File: src/rtl/arb_pkg.sv
// Shared constants for the fair-arbiter requester agents.
package arb_pkg;

  // Cycles between a request and the arbiter's registered grant answering it.
  localparam int ARB_GRANT_LAT = 1;

  // Default geometry of a requester agent.
  localparam int ARB_DATA_W   = 8;
  localparam int ARB_DEPTH    = 4;
  localparam int ARB_MAX_WAIT = 15;

endpackage

File: src/rtl/arb_requester_fifo.sv
// Synchronous FIFO buffering producer words ahead of arbitration.
// DEPTH must be a power of two so the pointers wrap naturally.
module sync_fifo
  import arb_pkg::*;
#(
  parameter int DATA_W = ARB_DATA_W,
  parameter int DEPTH  = ARB_DEPTH
) (
  input  logic                     clk,
  input  logic                     reset_n,
  input  logic                     push_i,
  input  logic [DATA_W-1:0]        push_data_i,
  input  logic                     pop_i,
  output logic [DATA_W-1:0]        head_o,
  output logic [$clog2(DEPTH):0]   count_o
);

  localparam int AW = $clog2(DEPTH);
  localparam int CW = AW + 1;
  localparam logic [CW-1:0] FULL_CNT = CW'(DEPTH);

  logic [DATA_W-1:0] mem_q [DEPTH];
  logic [AW-1:0]     wr_ptr_q, wr_ptr_d;
  logic [AW-1:0]     rd_ptr_q, rd_ptr_d;
  logic [CW-1:0]     count_q, count_d;
  logic              do_push, do_pop;

  // Guard against overflow/underflow even if the caller misbehaves.
  assign do_push = push_i && (count_q != FULL_CNT);
  assign do_pop  = pop_i && (count_q != '0);

  // Next-state pointers and occupancy; simultaneous push and pop keep count.
  always_comb begin
    wr_ptr_d = wr_ptr_q;
    rd_ptr_d = rd_ptr_q;
    count_d  = count_q;
    if (do_push) wr_ptr_d = wr_ptr_q + AW'(1);
    if (do_pop)  rd_ptr_d = rd_ptr_q + AW'(1);
    unique case ({do_push, do_pop})
      2'b10:   count_d = count_q + CW'(1);
      2'b01:   count_d = count_q - CW'(1);
      default: count_d = count_q;
    endcase
  end

  // Control state: pointers and occupancy, cleared by reset.
  always_ff @(posedge clk) begin
    if (!reset_n) begin
      wr_ptr_q <= '0;
      rd_ptr_q <= '0;
      count_q  <= '0;
    end else begin
      wr_ptr_q <= wr_ptr_d;
      rd_ptr_q <= rd_ptr_d;
      count_q  <= count_d;
    end
  end

  // Storage array; contents are don't-care until written.
  always_ff @(posedge clk) begin
    if (do_push) mem_q[wr_ptr_q] <= push_data_i;
  end

  assign head_o  = mem_q[rd_ptr_q];
  assign count_o = count_q;

endmodule

File: src/rtl/arb_requester.sv
// Requester-side agent for one port of the two-input fair arbiter.
// Buffers producer words, requests one transfer per cycle, releases one
// word per qualified grant and flags starvation of a pending request.
module arb_requester
  import arb_pkg::*;
#(
  parameter int DATA_W   = ARB_DATA_W,
  parameter int DEPTH    = ARB_DEPTH,
  parameter int MAX_WAIT = ARB_MAX_WAIT
) (
  input  logic                     clk,
  input  logic                     reset_n,
  input  logic                     in_valid,
  output logic                     in_ready,
  input  logic [DATA_W-1:0]        in_data,
  output logic                     req,
  input  logic                     grant,
  output logic                     out_valid,
  output logic [DATA_W-1:0]        out_data,
  output logic [$clog2(DEPTH):0]   count,
  output logic                     starve
);

  localparam int CW = $clog2(DEPTH) + 1;
  localparam int WW = $clog2(MAX_WAIT + 1);
  localparam logic [CW-1:0] FULL_CNT = CW'(DEPTH);
  localparam logic [WW-1:0] WAIT_MAX = WW'(MAX_WAIT);

  function automatic logic [WW-1:0] sat_inc(input logic [WW-1:0] v);
    if (v == WAIT_MAX) return v;
    return v + WW'(1);
  endfunction

  logic                     push;
  logic                     gq;
  logic                     req_last;
  logic [DATA_W-1:0]        head;
  logic [ARB_GRANT_LAT-1:0] req_hist_q, req_hist_d;
  logic [WW-1:0]            wait_q, wait_d;
  logic                     starve_q, starve_d;
  logic                     out_valid_q, out_valid_d;
  logic [DATA_W-1:0]        out_data_q, out_data_d;

  // No bypass: a full FIFO refuses input even while a word is being popped.
  assign in_ready = (count < FULL_CNT);
  assign push     = in_valid && in_ready;

  // A grant only counts if it answers a request made ARB_GRANT_LAT cycles ago;
  // the arbiter parks its grant on an idle port, which must be ignored.
  assign req_last = req_hist_q[ARB_GRANT_LAT-1];
  assign gq       = grant && req_last;

  // The word leaving this cycle is not requested again; a push this cycle
  // only shows up in count (and thus req) next cycle.
  assign req = reset_n && (count > CW'(gq));

  sync_fifo #(
    .DATA_W (DATA_W),
    .DEPTH  (DEPTH)
  ) u_fifo (
    .clk         (clk),
    .reset_n     (reset_n),
    .push_i      (push),
    .push_data_i (in_data),
    .pop_i       (gq),
    .head_o      (head),
    .count_o     (count)
  );

  // Next state for request history, wait counter, starvation flag and output.
  always_comb begin
    req_hist_d  = ARB_GRANT_LAT'({req_hist_q, req});
    wait_d      = (!req || gq) ? '0 : sat_inc(wait_q);
    // Starvation is judged on the same cycle's clear conditions so the flag
    // falls right after a qualified grant or a dropped request.
    starve_d    = req && !gq && (wait_q == WAIT_MAX);
    out_valid_d = gq;
    out_data_d  = gq ? head : out_data_q;
  end

  // Registered state; reset drops request history and clears the outputs.
  always_ff @(posedge clk) begin
    if (!reset_n) begin
      req_hist_q  <= '0;
      wait_q      <= '0;
      starve_q    <= 1'b0;
      out_valid_q <= 1'b0;
      out_data_q  <= '0;
    end else begin
      req_hist_q  <= req_hist_d;
      wait_q      <= wait_d;
      starve_q    <= starve_d;
      out_valid_q <= out_valid_d;
      out_data_q  <= out_data_d;
    end
  end

  assign out_valid = out_valid_q;
  assign out_data  = out_data_q;
  assign starve    = starve_q;

endmodule

File: config.mk
export PLATFORM = sky130hd
export DESIGN_NAME = arb_requester
export DESIGN_NICKNAME = d
export VERILOG_FILES = /design/src/rtl/arb_pkg.sv /design/src/rtl/arb_requester_fifo.sv /design/src/rtl/arb_requester.sv
export SDC_FILE = /design/constraint.sdc
export NUM_CORES = 1
export LEC_CHECK = 0
export BUFFER_PORTS_ARGS = -buffer_cell sky130_fd_sc_hd__buf_2
export CAP_MARGIN = 20
export CORE_ASPECT_RATIO = 2
export CORE_MARGIN = 2
export CORE_UTILIZATION = 51
export DETAILED_ROUTE_END_ITERATION = 6
export MAX_ROUTING_LAYER = met4
export PLACE_DENSITY_LB_ADDON = 0.25
export SYNTH_ARGS = -nofsm -noshare
export SYNTH_HDL_FRONTEND = slang
export SYNTH_SLANG_ARGS = --single-unit
File: constraint.sdc
create_clock -name clk -period 4.3 [get_ports clk]
set_input_delay 0.215 -clock clk [delete_from_list [all_inputs] [get_ports clk]]
set_output_delay 0.215 -clock clk [all_outputs]
set_load 0.03 [all_outputs]
==> impl_results.md, run 1 <==
- Total Wirelength: approximately 3.8 mm
- Register bit total from synthesis: 54
- CTS Buf Count: 5
- Met1 usage: between 10% and 20%
- Worst-path clk slew: 0.09 ns
- Worst slew pin tran: around 1 ns
- Final Instance Count excl. Fillers: roughly 240
- Worst Skew: around 0.0095 ns
- Final ANT Viol Nets: 0
- Total gr overflow: 0
- Maximum VDD drop: roughly 0.36 mV
- Register area share after synthesis: 64.78%
- Area of the multi-input gates: roughly 690 µm²
- PortBufs: 26
- Mux contribution to synthesized area: under 10%
- DR vias/cell: 5.528
- Worst R2R Start: u_fifo.count_o[2]$_SDFFE_PN0P_
- Share of the synthesized area in the top cell type: 44.42%
- Synth Instances: approximately 160
- Met2 Use GR: roughly a third
- Post-route setup slack: approximately 2.1 ns
- GR peak layer: met2
- Area growth syn-to-layout: 10.99%
- Post-synth net total: between 150 and 200
- First-pass DRT Iterations: 4
- CTS resizes: 0
- Hold/Removal Path Class: in -> reg
- CP endpoint kind: primary output
- Largest area contributor in the netlist: edfxtp_1
- Drt wl/cell: 16.04 µm
- Worst Setup EP: req
- Placed instance count: around 230
- Type of the worst setup path: reg -> out
- Yosys warnings: 0
- Die H: 96.11 µm
- FILL cells: 336
- R2R depth: 8
- Status: completed
- Power per Cell Area: approximately 430 mW/mm²
- Initial core utilization: a little over half
- Crit path DAT: 1.98 ns
- Compound-cell area share of the yosys netlist: 6.883%
- Post-Synth XOR/XNOR Area: 2.024%
- Slew headroom: between 30% and 40%
- Most frequent cells in the layout: edfxtp_1, buf_2, dfxtp_1
- # setup viols final: 0
- Core ar.: roughly 0.004 mm²
- Flop2flop setup slack: around 2.3 ns
- CP required: a little over 4 ns
- Global Route met3 Usage: under 10%
- Fin Setup TNS: 0 ns
- Via Count: 1299
- Area contributors post-synth: edfxtp_1, dfxtp_1, mux2i_1
- Final instance area: about 0.0024 mm²
- RSZ-0062 raised after global routing: no
- Clock root buffer: clkbuf_8
- Layout cells sized above 1: between 10% and 20%
- Most common cell after layout, fill and taps aside: edfxtp_1
- Initial antenna violation count: 0
- DR DRC count: 0
- Pre-CTS setup slack: approximately 2.3 ns
- Row cnt: 33
- Final min period: ~2.2 ns
- CTS tree: yes
- Pin count of the biggest net entering global routing: 22
- Worst Path Max Fanout: 11
- Max Cap Violations: 0
- CP startpoint kind: register
- Post-detail-place hpwl: 2.638 mm
- Hold_buf cts: 0
- Global-route wire length before repair: around 6.2 mm
- Synth Area in Adders: under 10%
- Syn avg cell area: between 10 and 15 µm²
- Die area: roughly 0.0048 mm²
- Maximum clock frequency: approximately 460 MHz
- Worst skew pair latency: approximately 0.30 ns
- Layout Nets: between 200 and 250
- Reg area: approximately 0.0014 mm²
- Worst R2R End: u_fifo.count_o[2]$_SDFFE_PN0P_
- Routability cong.: 0.7399
- Largest family of logic cells by synthesized area: simple AND/OR/NAND/NOR gates
- Die Wd: ~50 µm
- Vias in the first global route: 1344
- Leak: about 0.00089 µW
- Simple-gate area share of the yosys netlist: roughly a tenth
- Total power draw: slightly above 1000 µW
- Max-slew violations: 0
- Final Hold Viols: 0
- Worst Setup SP: req_hist_q$_SDFF_PN0_
- H-tree depth: 2
- I/O Pins: 27
- Yosys cell types: 30
- First DRT Iteration DRCs: 26
- Final cycle utilization of the critical path: between 50 and 60%
- Setup repair bufs after CTS: 0
- Total track usage: between 10% and 20%
- Mapped Area: 0.002163 mm²
- Dpl cell area: about 0.0023 mm²
- Inserted Diodes: 0
- Sink Count: 54
- Max Root-Sink Buffers: 2
cell usage after synthesis:
master	count
xor2_1	2
nor2b_1	2
fa_1	1
nor3b_1	1
buf_4	2
and2_1	8
and3_1	1
o311ai_2	1
o21ai_0	2
inv_1	8
edfxtp_1	32
xnor2_1	3
or2_1	1
nand2_1	5
clkbuf_1	1
o311a_4	1
ha_1	7
dfxtp_1	22
buf_2	4
nor2_1	6
o31a_1	2
mux2i_1	19
nand2b_1	1
o221ai_1	8
or3_1	1
nand3_1	10
a21boi_1	1
a31oi_1	1
nor3_1	2
nand4_1	1
flip-flops by register name, indices dropped and copies added (netlist names):
register and flops:
u_fifo.mem_q 32, out_data 8, wait_q 4, u_fifo.count_o 3, u_fifo.rd_ptr_q 2, u_fifo.wr_ptr_q 2
out_valid 1, req_hist_q 1, starve 1
per-layer routing:
| metal | vias up | routed length, µm | share of wire, % |
|---|---|---|---|
| li1 | 615 | - | - |
| met3 | 7 | 124 | 3.3 |
| met5 | - | 0 | 0 |
| met4 | 0 | 78 | 2.1 |
| met1 | 641 | 1406 | 37 |
| met2 | 36 | 2159 | 57 |
where the power goes:
group          total (µW)  switching (µW)  internal [µW]
clock network         260             148            112
registers             618            30.6            587
logic                 156            98.0           58.3
worst min-delay path by stage:
stage / slack [ns] / cells after the start / end / startpoint
after global routing: 0.12 / 1 / u_fifo.mem_q[1][5]$_DFFE_PP_ / in_data[5]
after global placement: 0.42 / 1 / u_fifo.mem_q[3][6]$_DFFE_PP_ / in_data[6]
final: 0.12 / 1 / u_fifo.mem_q[3][2]$_DFFE_PP_ / in_data[2]
after CTS: 0.12 / 1 / u_fifo.mem_q[3][2]$_DFFE_PP_ / in_data[2]
after floorplan: 0.31 / 0 / u_fifo.mem_q[0][0]$_DFFE_PP_ / in_data[0]
after detailed placement: 0.43 / 1 / u_fifo.mem_q[0][2]$_DFFE_PP_ / in_data[2]
layout make-up:
type                       count  area share [%]
sequential                    54           58.36
tap                           52           2.710
timing repair buffer          26           5.420
clock inverter                 2          0.3648
clock buffer                   6           3.022
inverter                       8           1.251
multi-input combinational     87           28.87
kinds of logic after synthesis:
family | after synthesis
compound gates | 16
xor+xnor | 5
fa+ha+maj | 8
buf+inv | 15
flops | 54
mux | 19
simple gates | 39
worst max-delay path, stage by stage, from the launching register on:
cell and delay (ns):
dfxtp_1 0.35, nand2_1 0.37, inv_1 0.09, ha_1 0.29, nor2_1 0.24, o31a_1 0.15
buf_2 0.19
metrics by stage:
stage	hold slack, ns	utilization (%)
CTS	0.1152	58.74
global route	0.1186	58.74
detailed placement	0.4321	56.75
finish	0.1229	58.74
global placement	0.4223	56.75
floorplan	0.3139	-
Power figures use the tool's default switching activity.
==> run 2, diff against run 1 <==
clock period = 1.9 ns   (was 4.3 ns; I/O delays follow)
==> impl_results.md, run 2 (synthesis gave the netlist of run 1 again) <==
- Status: completed
- Comb power frac: between 15 and 20%
- Type of the worst setup path: reg -> reg
- Max reg flops: 32
- Crit path DAT: ~2.1 ns
- # setup viols final: 0
- Placed instance count: 230
- Slowest stage delay, CP: roughly 0.36 ns
- Hold Crit Depth: 1
- Flop pwr share: between 50% and 60%
- Worst skew pair latency: 0.30 ns
- Total Wirelength: 3.736 mm
- Maximum clock frequency: between 500 and 600 MHz
- Layout Nets: between 200 and 250
- First-pass DRT Iterations: 4
- CP max stage cell: dfxtp_2
- Power per Cell Area: around 990 mW/mm²
- Hold/Removal Path Class: in -> reg
- Total gr overflow: 0
- CTS Buf Count: 5
- Global-route wire length before repair: slightly above 6 mm
- Min-Delay Endpoint: u_fifo.mem_q[3][6]$_DFFE_PP_
- Final Hold Viols: 0
- H-tree depth: 2
- Most common cell after layout, fill and taps aside: edfxtp_1
- Routability cong.: 0.7302
- Max-slew violations: 0
- Worst R2R End: u_fifo.count_o[2]$_SDFFE_PN0P_
- Drt wl/cell: approximately 15 µm
- CP endpoint kind: register
- Max Cap Violations: 0
- I/O Pins: 27
- Vias in the first global route: approximately 1300
- Crit-path cells: o311a_4 > ha_2 > inv_1 > fa_2 > xor2_1 > or3_1 > a21boi_2
- Clock root buffer: clkbuf_8
- Hold path start: in_data[6]
- Sink Count: 54
- Worst R2R Start: req_hist_q$_SDFF_PN0_
- Net switching power: about 650 µW
- Final Instance Count excl. Fillers: 247
- Final cycle utilization of the critical path: a little over nine tenths
- Cell-internal power: ~1900 µW
- Slew headroom: between 70% and 80%
- Die area: around 0.0048 mm²
- CTS tree: yes
- Max Root-Sink Buffers: 2
- Worst-path clk slew: 0.09 ns
- Final min period: 1.849 ns
- CP required: around 2.1 ns
- Inserted Diodes: 0
- Via Count: 1321
- Worst Path Max Fanout: 4
- Die Wd: 50.06 µm
- DR vias/cell: 5.348
- CP startpoint kind: register
- R2R depth: 7
- DR DRC count: 0
- First DRT Iteration DRCs: 26
- Initial core utilization: between 50% and 60%
- Reg with most FFs: u_fifo.mem_q
- Area growth syn-to-layout: 18.45%
- Clock share of power: between 20% and 30%
- Maximum VDD drop: between 0.8 and 0.9 mV
- Worst slew pin tran: around 0.44 ns
- Hold slack: ~0.0094 ns
- Core ar.: 0.004088 mm²
- Worst Skew: 0.005222 ns
- Total track usage: 17.99%
- PortBufs: 26
- Pin count of the biggest net entering global routing: 22
- Fin Setup TNS: 0 ns
- Final ANT Viol Nets: 0
- RSZ-0062 raised after global routing: yes
- Die H: 96.11 µm
- Most frequent cells in the layout: edfxtp_1, buf_2, mux2i_1
- Leak: between 0.0009 and 0.001 µW
- Flop2flop setup slack: slightly above 0.05 ns
- Initial antenna violation count: 0
- Sw Share: 25.73%
- Row cnt: 33
- Post-detail-place hpwl: around 2.7 mm
- Layout cells sized above 1: between 20% and 30%
run 2: repair_timing:
action | 4_1_cts | 5_1_grt
buffers inserted | 3 | 0
resized for setup | 3 | 3
hold endpoints to repair | 13 | 7
hold buffers | 4 | 2
pin swaps | 1 | 1
endpoints found under the setup margin | 1 | 2
run 2: stage by stage:
| stage | util (%) | setup slack, ns | total power [µW] | cell area (µm²) |
|---|---|---|---|---|
| final | 62.69 | 0.05078 | 2543 | 2562 |
| after floorplan | - | 0.006026 | 1675 | 2172 |
| after global routing | 62.69 | -0.01076 | 2656 | 2562 |
| after CTS | 62.01 | 0.002024 | 2552 | 2535 |
| after detailed placement | 57.51 | -0.05789 | 1789 | 2351 |
| after global placement | 57.51 | 0.08539 | 1765 | 2351 |
run 2: worst max path at each step:
| stage | from | end | slack (ns) | cells past startpoint |
|---|---|---|---|---|
| finish | req_hist_q$_SDFF_PN0_ | u_fifo.count_o[2]$_SDFFE_PN0P_ | 0.05 | 7 |
| global route | u_fifo.count_o[0]$_SDFFE_PN0P_ | u_fifo.count_o[2]$_SDFFE_PN0P_ | -0.01 | 7 |
| CTS | u_fifo.count_o[0]$_SDFFE_PN0P_ | u_fifo.count_o[2]$_SDFFE_PN0P_ | 0.002 | 7 |
| detailed placement | req_hist_q$_SDFF_PN0_ | u_fifo.count_o[2]$_SDFFE_PN0P_ | -0.06 | 7 |
| global placement | req_hist_q$_SDFF_PN0_ | u_fifo.count_o[2]$_SDFFE_PN0P_ | 0.09 | 7 |
| floorplan | u_fifo.count_o[0]$_SDFFE_PN0P_ | u_fifo.count_o[2]$_SDFFE_PN0P_ | 0.006 | 7 |
run 2: power by group through the flow:
stage	Combinational [µW]	Sequential [µW]	Clock [µW]
finish	412	1380	752
CTS	409	1380	763
floorplan	221	1450	0
global placement	360	1410	0
global route	452	1390	813
detailed placement	374	1410	0
run 2: area by class of cell:
cell class                 instances  area, µm²
multi-input combinational         87      704.4
inverter                           8      30.03
clock inverter                     3      45.04
clock buffer                       5      68.82
sequential                        54       1414
tap                               52      65.06
fill                             336       1525
timing repair buffer              38      235.2
run 2: metal layers:
layer | share of wire (%) | vias up | GRT usage [%]
met3 | 3.7 | 8 | 4.348
met2 | 57 | 35 | 33.00
met4 | 2.2 | 0 | 8.102
met5 | 0 | - | -
met1 | 37 | 634 | 17.32
li1 | - | 644 | -
run 2: critical path: cells and delay by family, from the launching register on:
kind / cells / cell delay [ns]
adders and majority gates: 2 / 0.51
and+or+nand+nor: 1 / 0.33
xor gates and xnor gates: 1 / 0.15
buffers and inverters: 1 / 0.05
DFF: 1 / 0.36
AOI/OAI and AO/OA: 2 / 0.37
